## src/rtl/hilo_muldiv.sv

```systemverilog
// HI/LO register unit: one-cycle multiply capture, 32-step restoring divider,
// and MTHI/MTLO writes. busy is a decode of the registered state.
module hilo_muldiv #(
    parameter int WIDTH = 32
) (
    input  logic                 clk,
    input  logic                 rst,
    input  logic                 start_mul,
    input  logic                 start_div,
    input  logic                 ifunsigned,
    input  logic [WIDTH-1:0]     A,
    input  logic [WIDTH-1:0]     B,
    input  logic [2*WIDTH-1:0]   alu_result,
    input  logic                 mthi,
    input  logic                 mtlo,
    input  logic [WIDTH-1:0]     wdata,
    output logic [WIDTH-1:0]     hi_out,
    output logic [WIDTH-1:0]     lo_out,
    output logic                 busy,
    output logic                 done
);

    localparam int CW = $clog2(WIDTH);
    localparam logic [CW-1:0] LAST_STEP = CW'(WIDTH - 1);

    typedef enum logic [1:0] {
        S_IDLE,
        S_DIV,
        S_FIX
    } state_t;

    state_t           state_q, state_d;
    logic [CW-1:0]    cnt_q, cnt_d;
    logic [WIDTH-1:0] rem_q, rem_d;
    logic [WIDTH-1:0] quo_q, quo_d;
    logic [WIDTH-1:0] bmag_q, bmag_d;
    logic [WIDTH-1:0] aorig_q, aorig_d;
    logic             sa_q, sa_d;
    logic             sb_q, sb_d;
    logic [WIDTH-1:0] hi_q, hi_d;
    logic [WIDTH-1:0] lo_q, lo_d;
    logic             done_q, done_d;

    logic             a_neg, b_neg;
    logic [WIDTH-1:0] a_mag, b_mag;
    logic [WIDTH:0]   rem_sh;
    logic [WIDTH-1:0] rem_sub;
    logic             rem_ge;

    // Two's-complement negation keeps the most negative value as-is, so its
    // magnitude is still correct when read as unsigned.
    assign a_neg = A[WIDTH-1] & ~ifunsigned;
    assign b_neg = B[WIDTH-1] & ~ifunsigned;
    assign a_mag = a_neg ? -A : A;
    assign b_mag = b_neg ? -B : B;

    assign rem_sh  = {rem_q, quo_q[WIDTH-1]};
    assign rem_ge  = rem_sh >= {1'b0, bmag_q};
    assign rem_sub = rem_sh[WIDTH-1:0] - bmag_q;

    always_comb begin
        // NOTE: every next-state value defaults to its register first, so no
        // path through the case statement can infer a latch.
        state_d = state_q;
        cnt_d   = cnt_q;
        rem_d   = rem_q;
        quo_d   = quo_q;
        bmag_d  = bmag_q;
        aorig_d = aorig_q;
        sa_d    = sa_q;
        sb_d    = sb_q;
        hi_d    = hi_q;
        lo_d    = lo_q;
        done_d  = 1'b0;

        case (state_q)
            S_IDLE: begin
                if (start_div) begin
                    sa_d    = a_neg;
                    sb_d    = b_neg;
                    quo_d   = a_mag;
                    bmag_d  = b_mag;
                    aorig_d = A;
                    rem_d   = '0;
                    cnt_d   = '0;
                    state_d = S_DIV;
                end else if (start_mul) begin
                    hi_d   = alu_result[2*WIDTH-1:WIDTH];
                    lo_d   = alu_result[WIDTH-1:0];
                    done_d = 1'b1;
                end else begin
                    if (mthi) hi_d = wdata;
                    if (mtlo) lo_d = wdata;
                end
            end

            S_DIV: begin
                // quo_q doubles as the dividend shift register; quotient bits
                // enter at the bottom as dividend bits leave the top.
                rem_d = rem_ge ? rem_sub : rem_sh[WIDTH-1:0];
                quo_d = {quo_q[WIDTH-2:0], rem_ge};
                cnt_d = cnt_q + CW'(1);
                if (cnt_q == LAST_STEP) state_d = S_FIX;
            end

            S_FIX: begin
                if (bmag_q == '0) begin
                    hi_d = aorig_q;
                    lo_d = '1;
                end else begin
                    lo_d = (sa_q ^ sb_q) ? -quo_q : quo_q;
                    hi_d = sa_q ? -rem_q : rem_q;
                end
                done_d  = 1'b1;
                state_d = S_IDLE;
            end

            default: state_d = S_IDLE;
        endcase
    end

    // NOTE: state registers use non-blocking assignments only, so every
    // flop samples the pre-edge value of its neighbours.
    always_ff @(posedge clk) begin
        if (rst) begin
            state_q <= S_IDLE;
            cnt_q   <= '0;
            rem_q   <= '0;
            quo_q   <= '0;
            bmag_q  <= '0;
            aorig_q <= '0;
            sa_q    <= 1'b0;
            sb_q    <= 1'b0;
            hi_q    <= '0;
            lo_q    <= '0;
            done_q  <= 1'b0;
        end else begin
            state_q <= state_d;
            cnt_q   <= cnt_d;
            rem_q   <= rem_d;
            quo_q   <= quo_d;
            bmag_q  <= bmag_d;
            aorig_q <= aorig_d;
            sa_q    <= sa_d;
            sb_q    <= sb_d;
            hi_q    <= hi_d;
            lo_q    <= lo_d;
            done_q  <= done_d;
        end
    end

    assign hi_out = hi_q;
    assign lo_out = lo_q;
    assign busy   = (state_q != S_IDLE);
    assign done   = done_q;

endmodule

```

## config.mk

```make
export PLATFORM = sky130hd
export DESIGN_NAME = hilo_muldiv
export DESIGN_NICKNAME = d
export VERILOG_FILES = /design/src/rtl/hilo_muldiv.sv
export SDC_FILE = /design/constraint.sdc
export NUM_CORES = 1
export LEC_CHECK = 0
export BUFFER_PORTS_ARGS = -buffer_cell sky130_fd_sc_hd__buf_2
export CAP_MARGIN = 20
export CORE_MARGIN = 1
export CORE_UTILIZATION = 30
export DETAILED_ROUTE_END_ITERATION = 6
export GPL_ROUTABILITY_DRIVEN = 0
export HOLD_SLACK_MARGIN = 0.12
export PLACE_DENSITY = 0.48
export SYNTH_ARGS = -nofsm -noshare
export SYNTH_HDL_FRONTEND = slang
export SYNTH_SLANG_ARGS = --single-unit
export TNS_END_PERCENT = 20
```

## constraint.sdc

```tcl
create_clock -name clk -period 8.31 [get_ports clk]
set_input_delay 0.4155 -clock clk [delete_from_list [all_inputs] [get_ports clk]]
set_output_delay 0.4155 -clock clk [all_outputs]
set_load 0.05 [all_outputs]
```

==> tab_implementation.tex <==
\begin{tabular}{lr}
\hline
Metric & Value \\
\hline
\multicolumn{2}{l}{\textbf{Outcome}} \\
\quad Result of the run & finished clean \\
\multicolumn{2}{l}{\textbf{Pwr}} \\
\quad Seq pwr share & 32.3\% \\
\quad Part of the power in the clock network & 32.4\% \\
\quad Worst IR drop on VDD & 0.156 mV \\
\quad Psw & 1360 uW \\
\quad Portion of total power attributed to combinational logic & 35.3\% \\
\quad Static Leakage & 0.00631 uW \\
\quad Internal cell power & 2220 uW \\
\quad Switching power as a share of total power & 37.9\% \\
\quad Ratio of total power to cell area & 231 nW/um\^{}2 \\
\multicolumn{2}{l}{\textbf{GRT}} \\
\quad Overflow left after global routing & 0 \\
\quad Total track usage & 22.2\% \\
\quad Initial antenna violation count & 6 \\
\quad Number of global-route vias before repair & 12600 \\
\quad Maximum number of pins on one net before global-route repair & 88 \\
\quad Global-route wire length before repair & 76100 um \\
\multicolumn{2}{l}{\textbf{Timing}} \\
\quad Count of final setup violators & 0 \\
\quad Transition time at the pin with the least slew margin & 1.11 ns \\
\quad Final critical delay including setup and external delays & 3.86 ns \\
\quad Clock Skews & 0.0270 ns \\
\quad Hold Violations, Final & 0 \\
\quad Final critical-path share of the clock period & 46.5\% \\
\quad Relative slew margins & 26.2\% \\
\quad Maximum frequency from static timing analysis & 259 MHz \\
\quad Total negative slack for setup checks & 0 ns \\
\quad Unrepaired setup endpoints after global routing & false \\
\quad Number of max-slew violations in the final report & 0 \\
\multicolumn{2}{l}{\textbf{Floorplanning}} \\
\quad Vert. Die Dim & 211 um \\
\quad Starting Density & 30.4\% \\
\quad DIE AREA & 44400 um\^{}2 \\
\quad Die Width & 211 um \\
\quad Count of pins on the block boundary & 233 \\
\quad Core region area & 43000 um\^{}2 \\
\quad Site Rows & 76 \\
\multicolumn{2}{l}{\textbf{Cells and area}} \\
\quad Filler Cell Count & 4668 \\
\quad Area of all placed cells without fillers & 15500 um\^{}2 \\
\quad Area used by multi-input combinational logic & 8320 um\^{}2 \\
\quad Layout net count & 2105 \\
\quad Layout Area Growth over Synthesis & 18.9\% \\
\quad Fraction of final layout cells sized beyond drive strength 1 & 16.7\% \\
\quad Final core utilization & 36.1\% \\
\quad Register cell area after layout & 4040 um\^{}2 \\
\multicolumn{2}{l}{\textbf{Clock tree}} \\
\quad TritonCTS clock tree & built \\
\quad Number of resized instances in the post-cts repair step & 0 \\
\quad Clock buffers created by TritonCTS & 26 \\
\quad Library cell used as clock root buffer & clkbuf\_16 \\
\quad Clock Sink Count & 202 \\
\quad Clock transition at path regs & 0.06 ns \\
\quad CTS H-Tree Depth & 1 \\
\quad Maximum root-to-sink buffer count & 3 \\
\quad Insertion delay of the later-clocked pin in the worst-skew pair & 0.56 ns \\
\multicolumn{2}{l}{\textbf{Logic synthesis}} \\
\quad Number of flops mapped to enable cells by yosys & 0 \\
\quad Count leader, synth & a21oi\_1 \\
\quad Post-synth top flop & dfxtp\_1 \\
\quad Fraction of post-synthesis cell area in the top cell type by area & 31.0\% \\
\quad Post-synthesis register bit count & 202 \\
\quad Synthesized area divided by synthesized cell count & 7.48 um\^{}2 \\
\quad Top cell types by occurrence after synthesis & 249 x a21oi\_1, 206 x nand2\_1, 202 x dfxtp\_1 \\
\quad Top cell type by total area after synthesis & dfxtp\_1 \\
\quad Register area share after synthesis & 31.0\% \\
\quad Cell area after technology mapping & 13100 um\^{}2 \\
\quad Top post-synthesis cells by area & dfxtp\_1 31\%, a21oi\_1 9.5\%, nand2\_1 5.9\%, xor2\_1 5.2\%, nor2\_1 5.0\% \\
\quad Unique masters post-synth & 69 \\
\quad Share of flip-flops with an asynchronous set or reset after synthesis & 0\% \\
\quad Cells after synthesis & 1746 \\
\quad Post-Syn Nets & 1952 \\
\quad Number of warnings reported in the yosys synthesis log & 0 \\
\multicolumn{2}{l}{\textbf{Routing}} \\
\quad Via count normalized by instance count & 5.36 \\
\quad Count of vias placed by the detailed router & 13400 \\
\quad Initial DRT Pass Iterations & 5 \\
\quad Count of antenna-violating nets left after detailed routing & 0 \\
\quad DRC violation count after routing & 0 \\
\quad Average detailed-routed wire length per instance & 20.3 um \\
\quad Total Routed Length & 50800 um \\
\quad Iter 0 DRT Violations & 965 \\
\multicolumn{2}{l}{\textbf{Setup path}} \\
\quad CP peak stage delay & 0.77 ns \\
\quad Startpoint of the worst setup timing path & rem\_q[9] \\
\quad Type of the setup path with the least slack & flip-flop to flip-flop \\
\quad Most prevalent standard cell on the critical path & nand2\_1 \\
\quad Critical path's slowest cell & a31o\_2 \\
\quad Required time of the critical path & 8.72 ns \\
\quad Category of the worst setup path launch point & flip-flop \\
\quad Series of cell instances along the critical path & ha\_1 -> nand2\_1 -> or3\_1 -> nor3\_2 -> a2111oi\_2 -> o31a\_1 -> o21bai\_2 -> a31o\_2 -> mux2\_2 -> nand2\_1 -> a21oi\_1 \\
\quad Worst r2r src & rem\_q[9] \\
\quad Data arrival time of the worst path & 4.28 ns \\
\quad Crit path buf inv count & 0 \\
\quad Largest driver fanout on the critical path & 39 \\
\quad Kind of cell adding the most delay to the critical path & compound AO/OA/AOI/OAI gates \\
\quad Endpoint kind of the worst setup timing path & flip-flop \\
\multicolumn{2}{l}{\textbf{Placement}} \\
\quad IO buf count & 232 \\
\quad Final HPWL from detailed placement & 39000 um \\
\quad Cell area reported after detailed placement & 14600 um\^{}2 \\
\multicolumn{2}{l}{\textbf{Run}} \\
\quad \# Max-Cap Violations & 0 \\
\multicolumn{2}{l}{\textbf{Hold path}} \\
\quad Worst hold path type & primary input to flip-flop \\
\quad Worst hold start & A[24] \\
\hline
\end{tabular}
==> final cells by class <==
type | count | share of cell area [%]
Antenna cell | 1 | 0.0161
Clock buffer | 39 | 4.83
Clock inverter | 6 | 0.766
Inverter | 56 | 1.35
Multi-Input combinational cell | 1358 | 53.6
Sequential cell | 202 | 26.1
Tap cell | 585 | 4.72
Timing Repair Buffer | 255 | 8.67
==> layout by cell type, fill, tap and decap left out, types with 9 or more instances in the layout <==
cell type / n
nor2b_1: 26
inv_1: 55
xnor2_1: 61
nor3_1: 28
nor4_1: 21
xor2_1: 78
buf_2: 232
o41ai_1: 10
a311oi_1: 10
a21o_1: 24
or3_1: 17
ha_1: 38
buf_4: 19
or4_1: 9
nand3_1: 31
nor2_1: 172
a22oi_1: 30
nand2_1: 206
o31ai_1: 27
dfxtp_1: 202
a211oi_1: 75
nand4_1: 10
o211ai_1: 14
o21ai_0: 73
a221oi_1: 29
mux2i_1: 11
a31oi_1: 11
clkbuf_16: 26
a21oi_1: 249
nand2b_1: 11
==> flip-flops by register name, indices dropped and copies added, names as in the netlist, 2 cells and up <==
register and cells:
hi_out 32, aorig_q 32, lo_out 32, state_q 2, quo_q 32, bmag_q 32, cnt_q 5, rem_q 32
==> worst reg2reg max path: stages, from the launching register on <==
cell and delay, ns:
dfxtp_1 0.40, ha_1 0.47, nand2_1 0.11, or3_1 0.44
nor3_2 0.23, a2111oi_2 0.12, o31a_1 0.38, o21bai_2 0.25
a31o_2 0.77, mux2_2 0.43, nand2_1 0.07, a21oi_1 0.06
==> logic make-up after synthesis <==
| logic type | Yosys count | share of synthesized area, % |
|---|---|---|
| xor gates and xnor gates | 139 | 9.33 |
| adders and majority gates | 39 | 3.80 |
| buffers and inverters | 186 | 5.57 |
| muxes | 13 | 1.02 |
| AOI/OAI and AO/OA | 596 | 29.1 |
| and+or+nand+nor | 571 | 20.3 |
| DFF | 202 | 31.0 |
==> through the flow <==
stage | hold WS [ns] | std cells | total power, uW | setup WS (ns)
5_1_grt | 0.138 | 2501 | 3770 | 4.20
3_3_place_gp | 0.433 | 2452 | 2420 | 4.52
4_1_cts | 0.123 | 2501 | 3590 | 4.46
6_report | 0.140 | 2502 | 3580 | 4.45
3_5_place_dp | 0.444 | 2453 | 2420 | 4.48
2_1_floorplan | 0.433 | 1746 | 2050 | 5.23
==> timing repair <==
item	4_1_cts	5_1_grt
setup buffers	0	0
endpoints found under the setup margin	0	0
hold buffers	3	0
hold endpoints to repair	3	0
==> layer usage <==
layer	vias up	global-route usage [%]	share of wire, %
li1	6614	-	-
met1	6335	31.5	48
met2	414	35.1	43
met3	46	3.87	6.8
met4	8	4.45	1.5
met5	-	0	0.11
==> final timing paths <==
check	to	slack, ns	cells past startpoint
max	rem_q[1]	4.45	11
min	aorig_q[24]	0.14	3
max reg2reg	rem_q[1]	4.45	11
min reg2reg	aorig_q[8]	0.45	2
==> power by group through the flow <==
stage	Clock [uW]	Sequential (uW)	Combinational, uW
floorplan	0	1200	851
global placement	0	1170	1250
detailed placement	0	1170	1250
CTS	1180	1150	1260
global route	1220	1160	1380
finish	1160	1150	1260
No activity file was read; power rests on OpenSTA's default activity.
